**src/rtl/sayac_pkg.sv**
```systemverilog
// rtl/sayac_pkg.sv - shared widths, state encoding and step helper for the counter decoder
package sayac_pkg;

   // Widths shared with the up/down step counter on the transmit side
   localparam int SAYAC_GENISLIK        = 6;
   localparam int ADIM_GENISLIK         = 3;
   localparam int VARSAYILAN_KILIT_ESIK = 3;

   // Decoder states: no previous sample, tracking, locked, sticky error
   typedef enum logic [1:0] {
      BOS     = 2'd0,
      TAKIP   = 2'd1,
      KILITLI = 2'd2,
      HATA    = 2'd3
   } durum_e;

   // Largest legal step magnitude for a given magnitude width
   function automatic int max_adim(input int miktar_genislik);
      return (1 << miktar_genislik) - 1;
   endfunction

endpackage

```
**src/rtl/adim_siniflandir.sv**
```systemverilog
// rtl/adim_siniflandir.sv - combinational step classifier between two counter samples
module adim_siniflandir
   import sayac_pkg::*;
#(
   parameter int GENISLIK        = SAYAC_GENISLIK,
   parameter int MIKTAR_GENISLIK = ADIM_GENISLIK
) (
   input  logic [GENISLIK-1:0]        sayac_in,
   input  logic [GENISLIK-1:0]        onceki,
   output logic                       durma,
   output logic                       gecerli,
   output logic                       gecersiz,
   output logic                       yon,
   output logic [MIKTAR_GENISLIK-1:0] miktar,
   output logic                       tasma
);

   // The largest step must stay below half the modulus so up and down never overlap
   localparam logic [GENISLIK-1:0] MAX = GENISLIK'(max_adim(MIKTAR_GENISLIK));

   logic [GENISLIK-1:0] fark;
   logic [GENISLIK-1:0] ters;
   logic                yukari;
   logic                asagi;

   // Forward distance and its modular negation; a down step is a small negated distance
   assign fark   = sayac_in - onceki;
   assign ters   = onceki - sayac_in;
   assign yukari = (fark != '0) && (fark <= MAX);
   assign asagi  = (ters != '0) && (ters <= MAX);

   // Classify the step and report direction, magnitude and boundary crossing
   always_comb begin
      durma    = (fark == '0);
      gecerli  = yukari || asagi;
      gecersiz = (fark != '0) && !yukari && !asagi;
      yon      = yukari;
      miktar   = '0;
      tasma    = 1'b0;
      if (yukari) begin
         miktar = fark[MIKTAR_GENISLIK-1:0];
         tasma  = (sayac_in < onceki);
      end else if (asagi) begin
         miktar = ters[MIKTAR_GENISLIK-1:0];
         tasma  = (sayac_in > onceki);
      end
   end

endmodule

```
**src/rtl/sayac_cozucu.sv**
```systemverilog
// rtl/sayac_cozucu.sv - recovers step direction/magnitude from sampled counter values and tracks lock
module sayac_cozucu
   import sayac_pkg::*;
#(
   parameter int GENISLIK        = SAYAC_GENISLIK,
   parameter int MIKTAR_GENISLIK = ADIM_GENISLIK,
   parameter int KILIT_ESIK      = VARSAYILAN_KILIT_ESIK
) (
   input  logic                       clk,
   input  logic                       sifirlama,
   input  logic [GENISLIK-1:0]        sayac_in,
   input  logic                       ornek,
   output logic                       yon,
   output logic [MIKTAR_GENISLIK-1:0] miktar,
   output logic                       gecerli,
   output logic                       durma,
   output logic                       tasma,
   output logic                       kilitli,
   output logic                       hata
);

   localparam int              SERI_W = $clog2(KILIT_ESIK + 1);
   localparam logic [SERI_W-1:0] ESIK = SERI_W'(KILIT_ESIK);

   durum_e                     durum_q, durum_d;
   logic [GENISLIK-1:0]        onceki_q, onceki_d;
   logic [SERI_W-1:0]          seri_q, seri_d;
   logic                       yon_q, yon_d;
   logic [MIKTAR_GENISLIK-1:0] miktar_q, miktar_d;
   logic                       gecerli_q, gecerli_d;
   logic                       durma_q, durma_d;
   logic                       tasma_q, tasma_d;
   logic                       hata_q, hata_d;

   logic                       c_durma;
   logic                       c_gecerli;
   logic                       c_gecersiz;
   logic                       c_yon;
   logic [MIKTAR_GENISLIK-1:0] c_miktar;
   logic                       c_tasma;

   adim_siniflandir #(
      .GENISLIK        (GENISLIK),
      .MIKTAR_GENISLIK (MIKTAR_GENISLIK)
   ) u_siniflandir (
      .sayac_in (sayac_in),
      .onceki   (onceki_q),
      .durma    (c_durma),
      .gecerli  (c_gecerli),
      .gecersiz (c_gecersiz),
      .yon      (c_yon),
      .miktar   (c_miktar),
      .tasma    (c_tasma)
   );

   // Next-state: one decision per strobe; yon_q/miktar_q double as the previous step for streak matching
   always_comb begin
      durum_d   = durum_q;
      onceki_d  = onceki_q;
      seri_d    = seri_q;
      yon_d     = yon_q;
      miktar_d  = miktar_q;
      gecerli_d = 1'b0;
      durma_d   = 1'b0;
      tasma_d   = 1'b0;
      hata_d    = hata_q;
      case (durum_q)
         BOS: begin
            if (ornek) begin
               onceki_d = sayac_in;
               durum_d  = TAKIP;
            end
         end
         TAKIP, KILITLI: begin
            if (ornek) begin
               onceki_d = sayac_in;
               if (c_durma) begin
                  durma_d = 1'b1;
                  seri_d  = '0;
                  durum_d = TAKIP;
               end else if (c_gecerli) begin
                  gecerli_d = 1'b1;
                  tasma_d   = c_tasma;
                  yon_d     = c_yon;
                  miktar_d  = c_miktar;
                  if ((c_yon == yon_q) && (c_miktar == miktar_q)) begin
                     seri_d = (seri_q >= ESIK) ? ESIK : seri_q + 1'b1;
                  end else begin
                     seri_d = SERI_W'(1);
                  end
                  durum_d = (seri_d == ESIK) ? KILITLI : TAKIP;
               end else if (c_gecersiz) begin
                  hata_d  = 1'b1;
                  durum_d = HATA;
               end
            end
         end
         default: begin
            durum_d = HATA;
         end
      endcase
   end

   // State and output registers; reset wins over a coincident strobe
   always_ff @(posedge clk) begin
      if (sifirlama) begin
         durum_q   <= BOS;
         onceki_q  <= '0;
         seri_q    <= '0;
         yon_q     <= 1'b0;
         miktar_q  <= '0;
         gecerli_q <= 1'b0;
         durma_q   <= 1'b0;
         tasma_q   <= 1'b0;
         hata_q    <= 1'b0;
      end else begin
         durum_q   <= durum_d;
         onceki_q  <= onceki_d;
         seri_q    <= seri_d;
         yon_q     <= yon_d;
         miktar_q  <= miktar_d;
         gecerli_q <= gecerli_d;
         durma_q   <= durma_d;
         tasma_q   <= tasma_d;
         hata_q    <= hata_d;
      end
   end

   assign yon     = yon_q;
   assign miktar  = miktar_q;
   assign gecerli = gecerli_q;
   assign durma   = durma_q;
   assign tasma   = tasma_q;
   assign kilitli = (durum_q == KILITLI);
   assign hata    = hata_q;

endmodule

```
**config.mk**
```make
export PLATFORM = sky130hd
export DESIGN_NAME = sayac_cozucu
export DESIGN_NICKNAME = d
export VERILOG_FILES = /design/src/rtl/sayac_pkg.sv /design/src/rtl/adim_siniflandir.sv /design/src/rtl/sayac_cozucu.sv
export SDC_FILE = /design/constraint.sdc
export NUM_CORES = 1
export LEC_CHECK = 0
export BUFFER_PORTS_ARGS = -buffer_cell sky130_fd_sc_hd__buf_2
export CAP_MARGIN = 30
export CORE_UTILIZATION = 60
export CTS_CLUSTER_DIAMETER = 30
export DETAILED_ROUTE_END_ITERATION = 8
export PLACE_DENSITY_LB_ADDON = 0.05
export SETUP_SLACK_MARGIN = 0.15
export SLEW_MARGIN = 25
export SYNTH_ARGS = -nofsm -noshare
export SYNTH_HDL_FRONTEND = slang
export SYNTH_SLANG_ARGS = --single-unit
```
**constraint.sdc**
```tcl
create_clock -name clk -period 7 [get_ports clk]
set_clock_uncertainty 0.15 [all_clocks]
set_input_delay 0 -clock clk [delete_from_list [all_inputs] [get_ports clk]]
set_output_delay 0 -clock clk [all_outputs]
set_load 0.02 [all_outputs]
```
# Word-level counts from Yosys, hierarchy flattened
# Cells that the tools add are included.
[word_totals]
elab_cells = 73
out_inout_bits = 9
reg_bits = 18
[classes]
n_bitwise = 4
n_addsub = 3
n_reduce_logical = 23
n_mux = 21
eq_ne = 8
n_lt_le_gt_ge = 5
[op_table]
columns = ["operator", "n"]
rows = [
  ["2-bit 2-to-1 mux", 14],
  ["6-bit by 3-bit <= comparator with 1-bit output, second input constant", 2],
  ["6-bit nonzero test", 2],
  ["6-bit subtractor", 2],
  ["6-bit > comparator", 1],
  ["6-bit logical NOT", 1],
  ["6-bit less-than comparator", 1],
  ["3-bit 2-to-1 mux", 2],
  ["3-bit AND reduction", 2],
  ["3-bit OR reduction", 2],
  ["1-bit logical AND", 5],
  ["5-bit AND reduction", 1],
  ["5-bit OR reduction", 1],
  ["2-bit == test, second input constant", 2],
  ["1-bit 2-to-1 mux", 4],
  ["2-bit != test, second input constant", 2],
  ["4-bit != test, second input constant", 1],
  ["1-bit inverter", 4],
  ["2-bit case mux with 2 select lines", 1],
  ["4-bit AND reduction", 1],
  ["4-bit OR reduction", 1],
  ["3-bit == test", 1],
  ["2-bit by 1-bit adder with 2-bit output, second input constant", 1],
  ["2-bit by 1-bit == test with 1-bit output, second input constant", 1],
  ["other kinds (8)", 9],
]

# Logic depth before layout (Yosys ltp)
# Gate-level depths: netlist (run 1).
[logic_depth]
depth_word = 18
ltp_mapped = 12
depth_no_buf = 12

# Modules after synthesis
# Synthesis (run 1) repeated with hierarchy kept, for this count alone.
[unflattened]
hier_cells = 162
hier_area_um2 = 1466.4
[by_module_without_submodules]
columns = ["mod", "instances", "seq_area_each_um2", "cells_each", "area_each_um2"]
rows = [
  ["sayac_cozucu", 1, 360.3, 82, 848.3],
  ["adim_siniflandir", 1, 0.0, 80, 618.1],
]

# Least setup slack after synthesis (run 1)
# No wires, ideal clock.
[synth_path]
kind = "register to register"
startpoint = "register onceki_q[0]"
endpoint = "register seri_q[1]"
setup_slack_ns = 3.945
required_time_ns = 6.771
path_stages_with_launch = 13
path_buffers = 0
arrival_time_ns = 2.826
setup_ns = 0.079
period_less_slack_ns = 3.055
cell_sequence = "dfxtp_1 > inv_1 > ha_1 > inv_1 > fa_1 > xnor2_1 > a31oi_1 > and3_1 > a32oi_1 > nor2_1 > xor2_1 > or4_4 > a211oi_2"
[synth_between]
elab_chain_len = 14
word_cells_on_any_way = 24
[synth_lines]
columns = ["element", "line", "source"]
rows = [
  ["start, declared", "sayac_cozucu.sv:26", "logic [GENISLIK-1:0] onceki_q, onceki_d;"],
  ["start signal, assigned", "sayac_cozucu.sv:118", "onceki_q <= onceki_d;"],
  ["6-bit subtractor", "adim_siniflandir.sv:28", "assign ters = onceki - sayac_in;"],
  ["6-bit by 3-bit <= comparator with 1-bit output or 6-bit nonzero test (tied branches)", "adim_siniflandir.sv:30", "assign asagi = (ters != '0) && (ters <= MAX);"],
  ["1-bit logical AND", "adim_siniflandir.sv:30", ""],
  ["3-bit 2-to-1 mux", "adim_siniflandir.sv:43", "end else if (asagi) begin"],
  ["3-bit 2-to-1 mux", "adim_siniflandir.sv:40", "if (yukari) begin"],
  ["3-bit == test", "sayac_cozucu.sv:86", "if ((c_yon == yon_q) && (c_miktar == miktar_q)) begin"],
  ["1-bit logical AND", "sayac_cozucu.sv:86", ""],
  ["2-bit 2-to-1 mux", "sayac_cozucu.sv:86", ""],
  ["2-bit 2-to-1 mux", "sayac_cozucu.sv:81", "end else if (c_gecerli) begin"],
  ["2-bit 2-to-1 mux", "sayac_cozucu.sv:77", "if (c_durma) begin"],
  ["2-bit 2-to-1 mux", "sayac_cozucu.sv:75", "if (ornek) begin"],
  ["2-bit 2-to-1 mux", "sayac_cozucu.sv:67", "case (durum_q)"],
  ["2-bit 2-to-1 mux", "sayac_cozucu.sv:81", ""],
  ["2-bit 2-to-1 mux", "sayac_cozucu.sv:77", ""],
  ["end signal, assigned", "sayac_cozucu.sv:119", "seri_q <= seri_d;"],
  ["end, declared", "sayac_cozucu.sv:27", "logic [SERI_W-1:0] seri_q, seri_d;"],
]
# Several ways; a longest one is shown, not always the timed one. The select of a mux whose other input is x is not followed.
# A chain may end at the register's enable or synchronous reset.

# Worst setup path after layout (run 1)
# Ends and elaborated chain as after synthesis.

==> run summary, run 1 <==
Gate power share -> 0.519
Ys Warns -> 0
crit path launch type -> register
dominant cell type by area after synthesis -> dfxtp_1
slowest stage cell on the critical path -> or4_4
ant diodes -> 0
FF-to-FF path depth -> 12
sequential area share after synthesis -> 0.2588
kind of critical path -> register to register
Clk pin slew, worst setup/hold paths -> 0.12 ns
most frequent cell after synthesis -> nor2_1
CTS H-Tree Depth -> 1
remaining global-route overflow -> 0
RSZ-0062 raised after global routing -> no
Skew-Pair Late Insertion Delay -> 0.31 ns
Synth Instances -> 174
Net Sw Frac -> 0.4147
Post-synth EDFFs -> 0
CP endpoint kind -> register
CP max FO -> 5
Worst path depth -> 12
CTS sink cnt -> 18
Mapped Area -> 1393 um2
Crit path required time -> 7.07 ns
Post-Synthesis Net Count -> 199
Top Ports -> 18
Rel. slew slack -> 0.4416
Crit path max-delay family -> simple AND/OR/NAND/NOR gates
remaining antenna violation count -> 0
Slew Limit Fails -> 0
Hold Vio Cnt, Final -> 0
WL final -> 3391 um
Worst path most repeated cell -> inv_1
WP buf/inv -> 2
num rows -> 17
syn avg cell area -> 8.003 um2
Root Buffer -> clkbuf_4
Max clock buf depth -> 2
Slew @ Worst Pin -> 0.8359 ns
DR DRC count -> 0
crit path cell chain -> inv_1 > ha_1 > inv_1 > fa_1 > xnor2_1 > a31oi_1 > and3_1 > a32oi_1 > nor2_1 > xor2_1 > or4_4 > a211oi_2
Detailed Place HPWL -> 2480 um
status -> completed
max_cap viols -> 0
CTS buffer count -> 3
pwr/cell area -> 245.2 nW/um2
Yosys reg bits -> 18
Hold Path Cell Cnt -> 2
Final Net Count -> 231
ys flop type -> dfxtp_1
routed via count -> 1,386
Post-Route Setup TNS -> 0 ns
first-pass GRT wire length -> 5547 um
DRT iter0 DRCs -> 50
leak pwr -> 0.7612 nW
total die area -> 2518 um2
initial antenna violation count -> 0
sequential share of power -> 0.314
port buffer count -> 17
vias per cell -> 5.948
Hold Path Class -> register to register
period utilization -> 0.5017
CTS tree -> yes
most common library cells after synthesis -> nor2_1, inv_1, dfxtp_1
Crit path arrival time -> 3.59 ns
setup repair bufs after CTS -> 0
Layout Utilization -> 0.7658
peak supply drop -> 0.0002205 V
per-cell routed wire length -> 14.55 um
vias in the first global route -> 1,287
top cells by area, synth -> dfxtp_1, ha_1, nor2_1
Core ar. -> 2191 um2
RD Place Congestion -> 0.9476
GRT Total Usage -> 0.2920
initial core utilization -> 0.6356
max incr delay on CP -> 0.52 ns
async set-reset flop share out of synthesis -> 0
largest net degree at the start of global routing -> 18
Final Critical Period -> 3.512 ns
Syn-to-layout area delta -> 20.49%
DIE WIDTH -> 50.18 um
share of the synthesized area in the top cell type -> 0.2588
die extent in y -> 50.18 um
Finish-stage setup viols -> 0
internal power -> 240.8 uW
Synth cell types -> 45
share of cells above drive strength 1 -> 0.1366
Fmax -> 284.7 MHz
TritonRoute pass-1 iters -> 4
Clk pwr share -> 0.167
Net Sw Power -> 170.6 uW
-- metal layers --
layer  wire length [um]  vias up  global-route usage
met5                  0        -                   0
met4                 39        0              0.1143
met3                288        6             0.05758
met2               1550       63              0.4733
met1               1512      640              0.3771
li1                   -      677                   -
-- sequential cells by signal (all words and copies together), names as in the netlist --
register / cells
onceki_q: 6
durum_q: 2
yon: 1
durma: 1
gecerli: 1
miktar: 3
hata: 1
seri_q: 2
tasma: 1
-- layout make-up --
type,instances,area [um2]
fillers,168,513.0
inverters,20,75.07
flip-flops and latches,18,360.3
well taps,28,35.03
clock buffers,4,36.28
multi-input cells,131,935.9
repair buffers,32,235.2
-- worst paths after layout --
check         startpoint   endpoint  slack (ns)
max          onceki_q[0]  seri_q[1]        3.49
min            seri_q[0]  seri_q[0]        0.37
max reg2reg  onceki_q[0]  seri_q[1]        3.49
min reg2reg    seri_q[0]  seri_q[0]        0.37
-- metrics by stage --
stage	cell area [um2]	hold slack (ns)	instances	power, mW	setup slack, ns
global route	1678	0.4345	233	0.4368	3.259
finish	1678	0.3702	233	0.4114	3.488
floorplan	1393	-0.01137	174	0.2871	3.945
detailed placement	1491	0.1150	214	0.3281	3.635
global placement	1491	0.09834	214	0.3221	3.763
CTS	1678	0.3632	233	0.4057	3.536
-- logic make-up after synthesis --
group,share of synthesized area
adders and majority gates,0.1545
muxes,0.007188
AOI/OAI and AO/OA,0.2300
and+or+nand+nor,0.2426
DFF,0.2588
xor gates and xnor gates,0.03774
buffers and inverters,0.06918
-- cells in the final DEF (no fill, tap or decap), types with 2 or more instances in the layout --
cell	synthesis	routed
o21ai_0	4	4
nand2_1	8	8
nand2b_1	3	3
and3_1	2	2
buf_2	2	17
a211oi_1	2	2
nand3b_1	3	3
o32a_1	2	2
ha_1	14	14
xnor2_1	5	5
nor2_1	25	25
a21oi_1	13	13
fa_1	2	2
nand4_1	3	3
nor3b_1	3	3
or2_2	2	2
inv_1	20	20
a31oi_1	2	2
dfxtp_1	18	18
dlygate4sd3_1	0	15
nor3_1	6	6
nor2b_1	2	2
nand3_1	3	3
o22ai_1	3	3
or3_1	3	3
clkbuf_4	0	3
and2_1	2	2
-- repair_timing --
action	in CTS	in global routing
endpoints found under the hold margin	16	0
resized for setup	0	0
hold buffers	15	0
setup endpoints to repair	0	0
-- tightest hold or removal path, stage by stage, from the launching register on --
cell,delay (ns)
dfxtp_1,0.35
nand2_1,0.06
o32ai_1,0.07
-- power groups by stage --
stage | clock (mW) | combinational (mW) | sequential (mW)
after CTS | 0.0684 | 0.209 | 0.129
after global placement | 0 | 0.192 | 0.130
after global routing | 0.0721 | 0.234 | 0.131
after detailed placement | 0 | 0.197 | 0.131
after floorplan | 0 | 0.152 | 0.135
final | 0.0687 | 0.213 | 0.129
(Power assumes the default switching activity.)
==> run 2: changes to the inputs <==
ABC_AREA = 1   (was not set)
CORE_UTILIZATION = 52   (was 60)
clock period = 3.1 ns   (was 7 ns; I/O delays follow)
==> run 2 against run 1 <==
  * Die area is 22% higher
  * Clock-buffer cell count is the same
  * Clock power rose by 110%
  * Critical path depth up 7
  * Sequential share of layout area decreased by 0.21 points
  * Hold slack worse by 0.036 ns
  * Utilization decreased by 11 points
  * Non-clock buffer count fell by 7
  * Synthesized area is 6.5% higher
  * Wire length is 2.7% lower
  * Global-route usage decreased by 5.9 points
  * Critical path type is now primary input to register
==> run summary, run 2 <==
CTS buffer count -> 3 (unchanged)
Final Critical Period -> 2.606 ns
Rel. slew slack -> 0.5661 (+0.1245)
crit path launch type -> primary input
most frequent cells in the layout -> nand2_1, inv_1, dfxtp_1
syn avg cell area -> 6.833 um2 (-15%)
remaining antenna violation count -> 0 (unchanged)
Max clock buf depth -> 2 (unchanged)
reg2reg setup slack -> 0.52 ns (-2.97 ns)
ys flop type -> dfxtp_1
leak pwr -> 0.8700 nW (+14%)
register bank with the most flops -> onceki_q
vias per cell -> 5.283 (-11%)
Hold Path Cell Cnt -> 1 (-1)
CTS sink cnt -> 18 (unchanged)
initial antenna violation count -> 0 (unchanged)
setup repair bufs after CTS -> 0 (unchanged)
max_cap viols -> 0 (unchanged)
share of cells above drive strength 1 -> 0.1901 (+0.05350)
DIE WIDTH -> 55.40 um (+10%)
Detailed Place HPWL -> 2677 um (+7.9%)
peak supply drop -> 0.0004686 V (+110%)
FF+latch area -> 360.3 um2 (unchanged)
CP max FO -> 6 (+1)
Setup WS pre-CTS -> 0.5389 ns (-3.096 ns)
port buffer count -> 17 (unchanged)
Synth Instances -> 217 (+25%)
total die area -> 3069 um2 (+22%)
kind of critical path -> primary input to register
ant diodes -> 0 (unchanged)
DRT iter0 DRCs -> 47 (-6.0%)
Yosys reg bits -> 18 (unchanged)
period utilization -> 0.8406
GRT Total Usage -> 0.2328 (-0.05924)
max FFs per register -> 6 (unchanged)
initial core utilization -> 0.5725 (-0.06317)
dominant cell type by area after synthesis -> dfxtp_1
hold slack -> 0.3345 ns (-0.03574 ns)
Hold Vio Cnt, Final -> 0 (unchanged)
async set-reset flop share out of synthesis -> 0 (unchanged)
most frequent cell after synthesis -> nand2_1
fillers -> 218 (+30%)
Syn-to-layout area delta -> 14.26%
Skew-Pair Late Insertion Delay -> 0.29 ns (-0.02 ns)
Core ar. -> 2590 um2 (+18%)
Finish-stage setup viols -> 0 (unchanged)
Clk pin slew, worst setup/hold paths -> 0.10 ns (-0.02 ns)
Post-Synthesis Net Count -> 242 (+22%)
Top Ports -> 18 (unchanged)
Fmax -> 383.8 MHz
Ys Warns -> 0 (unchanged)
Slew Limit Fails -> 0 (unchanged)
pwr/cell area -> 609.6 nW/um2 (+150%)
first-pass GRT wire length -> 5878 um (+6.0%)
num rows -> 18 (+1)
TritonRoute pass-1 iters -> 4 (unchanged)
Final Net Count -> 268 (+16%)
CTS H-Tree Depth -> 1 (unchanged)
min setup slack post-route -> 0.4941 ns (-2.994 ns)
Crit path arrival time -> 2.68 ns (-0.91 ns)
RD Place Congestion -> 0.9310 (-1.8%)
Synth cell types -> 31 (-31%)
vias in the first global route -> 1,400 (+8.8%)
FF-to-FF path depth -> 19 (+7)
Crit path required time -> 3.17 ns (-3.90 ns)
Mapped Area -> 1483 um2 (+6.5%)
DR DRC count -> 0 (unchanged)
top cells by area, synth -> dfxtp_1, ha_1, nand2_1
remaining global-route overflow -> 0 (unchanged)
routed via count -> 1,437 (+3.7%)
Hold Path Class -> register to register
WL final -> 3300 um (-2.7%)
most common cell after layout, fill and taps aside -> nand2_1
multi-input logic area -> 948.4 um2 (+1.3%)
sequential area share after synthesis -> 0.2430 (-0.01572)
largest net degree at the start of global routing -> 12 (-6)
Design Area, Final -> 1694 um2 (+0.97%)
CP endpoint kind -> register
area post-placement -> 1575 um2 (+5.6%)
per-cell routed wire length -> 12.13 um (-17%)
Post-Route Setup TNS -> 0 ns (unchanged)
die extent in y -> 55.40 um (+10%)
Slew @ Worst Pin -> 0.6485 ns (-0.1874 ns)
status -> completed
Post-synth EDFFs -> 0 (unchanged)
RSZ-0062 raised after global routing -> no
Root Buffer -> clkbuf_4
most common library cells after synthesis -> nand2_1, inv_1, dfxtp_1
share of the synthesized area in the top cell type -> 0.2430 (-0.01572)
CTS tree -> yes
==> run 2: changes by cell type in the layout (fill, tap and decap cells not counted), moves of 6 or more <==
cell and change:
nand3_1 +13, dlygate4sd3_1 -7, nand2_1 +37, inv_1 +13, o21ai_0 +6, inv_2 +6
nand2_2 +7, nor2_1 -11
==> run 2: final cells by class <==
cell class / instances / share of cell area
multi-input cells: 156 / 0.5598
flip-flops and latches: 18 / 0.2127
repair buffers: 25 / 0.09749
inverters: 39 / 0.08641
well taps: 30 / 0.02216
clock buffers: 4 / 0.02142
==> run 2: where the power goes <==
part           total, mW  switching [mW]  leakage, nW  internal (mW)
Combinational      0.588           0.383        0.701          0.206
Clock              0.144          0.0723       0.0210         0.0715
Sequential         0.301          0.0298        0.148          0.271
Total               1.03           0.485        0.870          0.548
==> run 2: what timing repair did <==
item | in CTS | in global routing
endpoints found under the hold margin | 15 | 0
setup endpoints to repair | 0 | 1
hold buffers | 8 | 0
resized for setup | 0 | 1
==> run 2: cells by family (layout without fill, tap and decap cells) <==
| group | count (synthesis) | count (layout) | synth area share |
|---|---|---|---|
| DFF | 18 | 18 | 0.2430 |
| AOI/OAI and AO/OA | 36 | 36 | 0.1367 |
| buffers and inverters | 43 | 68 | 0.1190 |
| adders and majority gates | 16 | 16 | 0.1452 |
| xor gates and xnor gates | 2 | 2 | 0.01182 |
| and+or+nand+nor | 102 | 102 | 0.3443 |
==> run 2: worst paths after layout <==
path / from / to
worst min-delay path: hata / hata
worst min register to register: hata / hata
worst max-delay path: sayac_in[0] / seri_q[1]
worst max register to register: onceki_q[0] / durum_q[1]
==> run 2: metal layers <==
metal / vias up / share of wire / GRT usage
met5: - / 0 / 0
met4: 0 / 0.0064 / 0.03571
met3: 4 / 0.038 / 0.04450
met2: 28 / 0.45 / 0.3787
met1: 661 / 0.50 / 0.3256
li1: 744 / - / -
==> run 2: through the flow <==
step                instances  power [mW]  utilization
global route              272       1.128       0.6541
floorplan                 217      0.7656            -
detailed placement        260      0.8752       0.6082
finish                    272       1.033       0.6541
CTS                       272       1.032       0.6531
global placement          260      0.8594       0.6082
==> run 2: critical path, cell delays in order <==
cell	delay, ns
dlygate4sd3_1	0.52
buf_2	0.13
inv_1	0.07
ha_1	0.14
inv_1	0.07
fa_1	0.41
nand3_1	0.12
nand2_1	0.06
nand2_1	0.08
nand2_1	0.07
inv_2	0.10
nor2_8	0.05
nand2_1	0.11
nor2_1	0.08
nor2_2	0.13
nand2_1	0.13
inv_2	0.12
o2111ai_1	0.14
a21oi_1	0.16
==> run 3: changes to the inputs <==
clock period = 2.3 ns   (was 3.1 ns; I/O delays follow)
==> run 3 against run 2 <==
  * The flow now finishes with violations (setup timing)
  * Clock-buffer cell count stayed put
  * Non-clock buffer count up 32
  * Die area is the same
  * Hold slack got worse by 0.26 ns
  * Flip-flop and latch count did not move
  * Critical path depth shrank 3
  * First-iteration DRC count rose by 130%
  * Sequential share of layout area shrank 3.8 points
  * Via count up 13%
  * Clock power rose by 49%
  * Global-route usage rose by 4.0 points
  * Register-to-register slack lost 0.81 ns
  * Critical endpoint is now durum_q[1]
  * Largest cell class unchanged
==> run summary, run 3 (same netlist as run 2, synthesis figures left out) <==
CTS sink cnt -> 18 (unchanged)
DIE WIDTH -> 55.40 um (unchanged)
WL final -> 4478 um (+36%)
num rows -> 18 (unchanged)
routed via count -> 1,629 (+13%)
port buffer count -> 17 (unchanged)
gr busiest metal -> met2
min setup slack post-route -> -0.2920 ns (-0.7861 ns)
most frequent cells in the layout -> nand2_1, buf_4, inv_1
CTS H-Tree Depth -> 1 (unchanged)
met2 Use GR -> 0.4544 (+0.07573)
die extent in y -> 55.40 um (unchanged)
Design Area, Final -> 2085 um2 (+23%)
Slew Limit Fails -> 0 (unchanged)
Top Ports -> 18 (unchanged)
vias per cell -> 5.359 (+1.4%)
Clk pin slew, worst setup/hold paths -> 0.12 ns (+0.02 ns)
remaining antenna violation count -> 0 (unchanged)
violated checks -> setup timing
DRT iter0 DRCs -> 107 (+130%)
remaining global-route overflow -> 0 (unchanged)
share of cells above drive strength 1 -> 0.3832 (+0.1931)
Post-Route Setup TNS -> -1.688 ns (-1.688 ns)
ant diodes -> 0 (unchanged)
Syn-to-layout area delta -> 40.59%
Fmax -> 385.8 MHz
CTS buffer count -> 3 (unchanged)
Skew-Pair Late Insertion Delay -> 0.31 ns (+0.02 ns)
CP max FO -> 5 (-1)
first-pass GRT wire length -> 6720 um (+14%)
CP endpoint kind -> register
total die area -> 3069 um2 (unchanged)
Crit path required time -> 2.40 ns (-0.77 ns)
Final Net Count -> 300 (+12%)
Root Buffer -> clkbuf_4
register bank with the most flops -> onceki_q
Hold Vio Cnt, Final -> 0 (unchanged)
Hold Path Class -> primary input to register
Crit. Startpoint -> onceki_q[0]
met1 Track Usage GR -> 0.3639 (+0.03832)
Crit path arrival time -> 2.69 ns (about the same)
peak supply drop -> 0.0007704 V (+64%)
RSZ-0062 raised after global routing -> yes
Core ar. -> 2590 um2 (unchanged)
Final Critical Period -> 2.592 ns
RD Place Congestion -> 0.8694 (-6.6%)
kind of critical path -> register to register
status -> finished, violations left
max_cap viols -> 0 (unchanged)
largest net degree at the start of global routing -> 12 (unchanged)
Detailed Place HPWL -> 2959 um (+11%)
per-cell routed wire length -> 14.73 um (+21%)
CTS tree -> yes
period utilization -> 1.127
TritonRoute pass-1 iters -> 4 (unchanged)
DR DRC count -> 0 (unchanged)
Finish-stage setup viols -> 10 (+10)
Rel. slew slack -> 0.5765 (+0.01038)
GRT met3 Usage -> 0.05386 (+0.009368)
initial antenna violation count -> 0 (unchanged)
Max clock buf depth -> 2 (unchanged)
leak pwr -> 1.064 nW (+22%)
most common cell after layout, fill and taps aside -> nand2_1
worst r2r src -> onceki_q[0]
vias in the first global route -> 1,514 (+8.1%)
GRT Total Usage -> 0.2728 (+0.04000)
crit path launch type -> register
max FFs per register -> 6 (unchanged)
initial core utilization -> 0.5725 (unchanged)
pwr/cell area -> 839.3 nW/um2 (+38%)
min-delay src -> sayac_in[5]
Slew @ Worst Pin -> 0.6330 ns (-0.01552 ns)
area post-placement -> 1784 um2 (+13%)
[run 3: worst paths after layout]
check,depth (start not counted),endpoint,slack (ns)
max,16,durum_q[1],-0.29
min,5,tasma,0.08
max reg2reg,16,durum_q[1],-0.29
min reg2reg,1,hata,0.33
[run 3: through the flow]
step           utilization  hold slack, ns  total power [mW]  setup slack, ns  std cells
2_1_floorplan            -        -0.08756             1.045          0.07751        217
3_3_place_gp        0.6889          0.1064             1.301          -0.1271        284
3_5_place_dp        0.6889          0.1206             1.325          -0.1744        284
4_1_cts             0.7614         -0.2087             1.608          -0.1759        301
5_1_grt             0.8048          0.1278             1.862          -0.4683        304
6_report            0.8048         0.07531             1.749          -0.2920        304
[run 3: repair_timing]
| item | in CTS | in global routing |
|---|---|---|
| buffers inserted | 5 | 2 |
| endpoints found under the setup margin | 11 | 12 |
| hold buffers | 8 | 1 |
| hold endpoints to repair | 15 | 8 |
| pin swaps | 4 | 13 |
| gates resized for setup | 11 | 19 |
[run 3: worst max-delay path, cell delays in order, from the launching register on]
cell	delay (ns)
dfxtp_4	0.39
ha_4	0.12
inv_2	0.04
fa_2	0.42
nand3_2	0.10
nand3_1	0.08
nand2_1	0.10
inv_2	0.06
nor2_8	0.16
nand4_1	0.18
nand3b_1	0.16
nand2_2	0.08
nor2_4	0.15
nand3_2	0.08
nand2_2	0.08
nand2_2	0.06
a21oi_2	0.12
[run 3: layout make-up]
type / instances / area, um2
multi-input cells: 156 / 1090
inverters: 39 / 148.9
clock buffers: 4 / 36.28
repair buffers: 57 / 407.9
flip-flops and latches: 18 / 364.1
fillers: 175 / 505.5
well taps: 30 / 37.54
[run 3: power breakdown]
group / switching, mW / total, mW / internal [mW]
Clock: 0.118 / 0.214 / 0.0967
Combinational: 0.663 / 1.13 / 0.465
Sequential: 0.0419 / 0.407 / 0.366
Total: 0.823 / 1.75 / 0.927
[run 3: per-layer routing]
layer | up-vias | part of all wire
li1 | 813 | -
met1 | 760 | 0.45
met2 | 45 | 0.49
met3 | 11 | 0.043
met4 | 0 | 0.011
met5 | - | 0
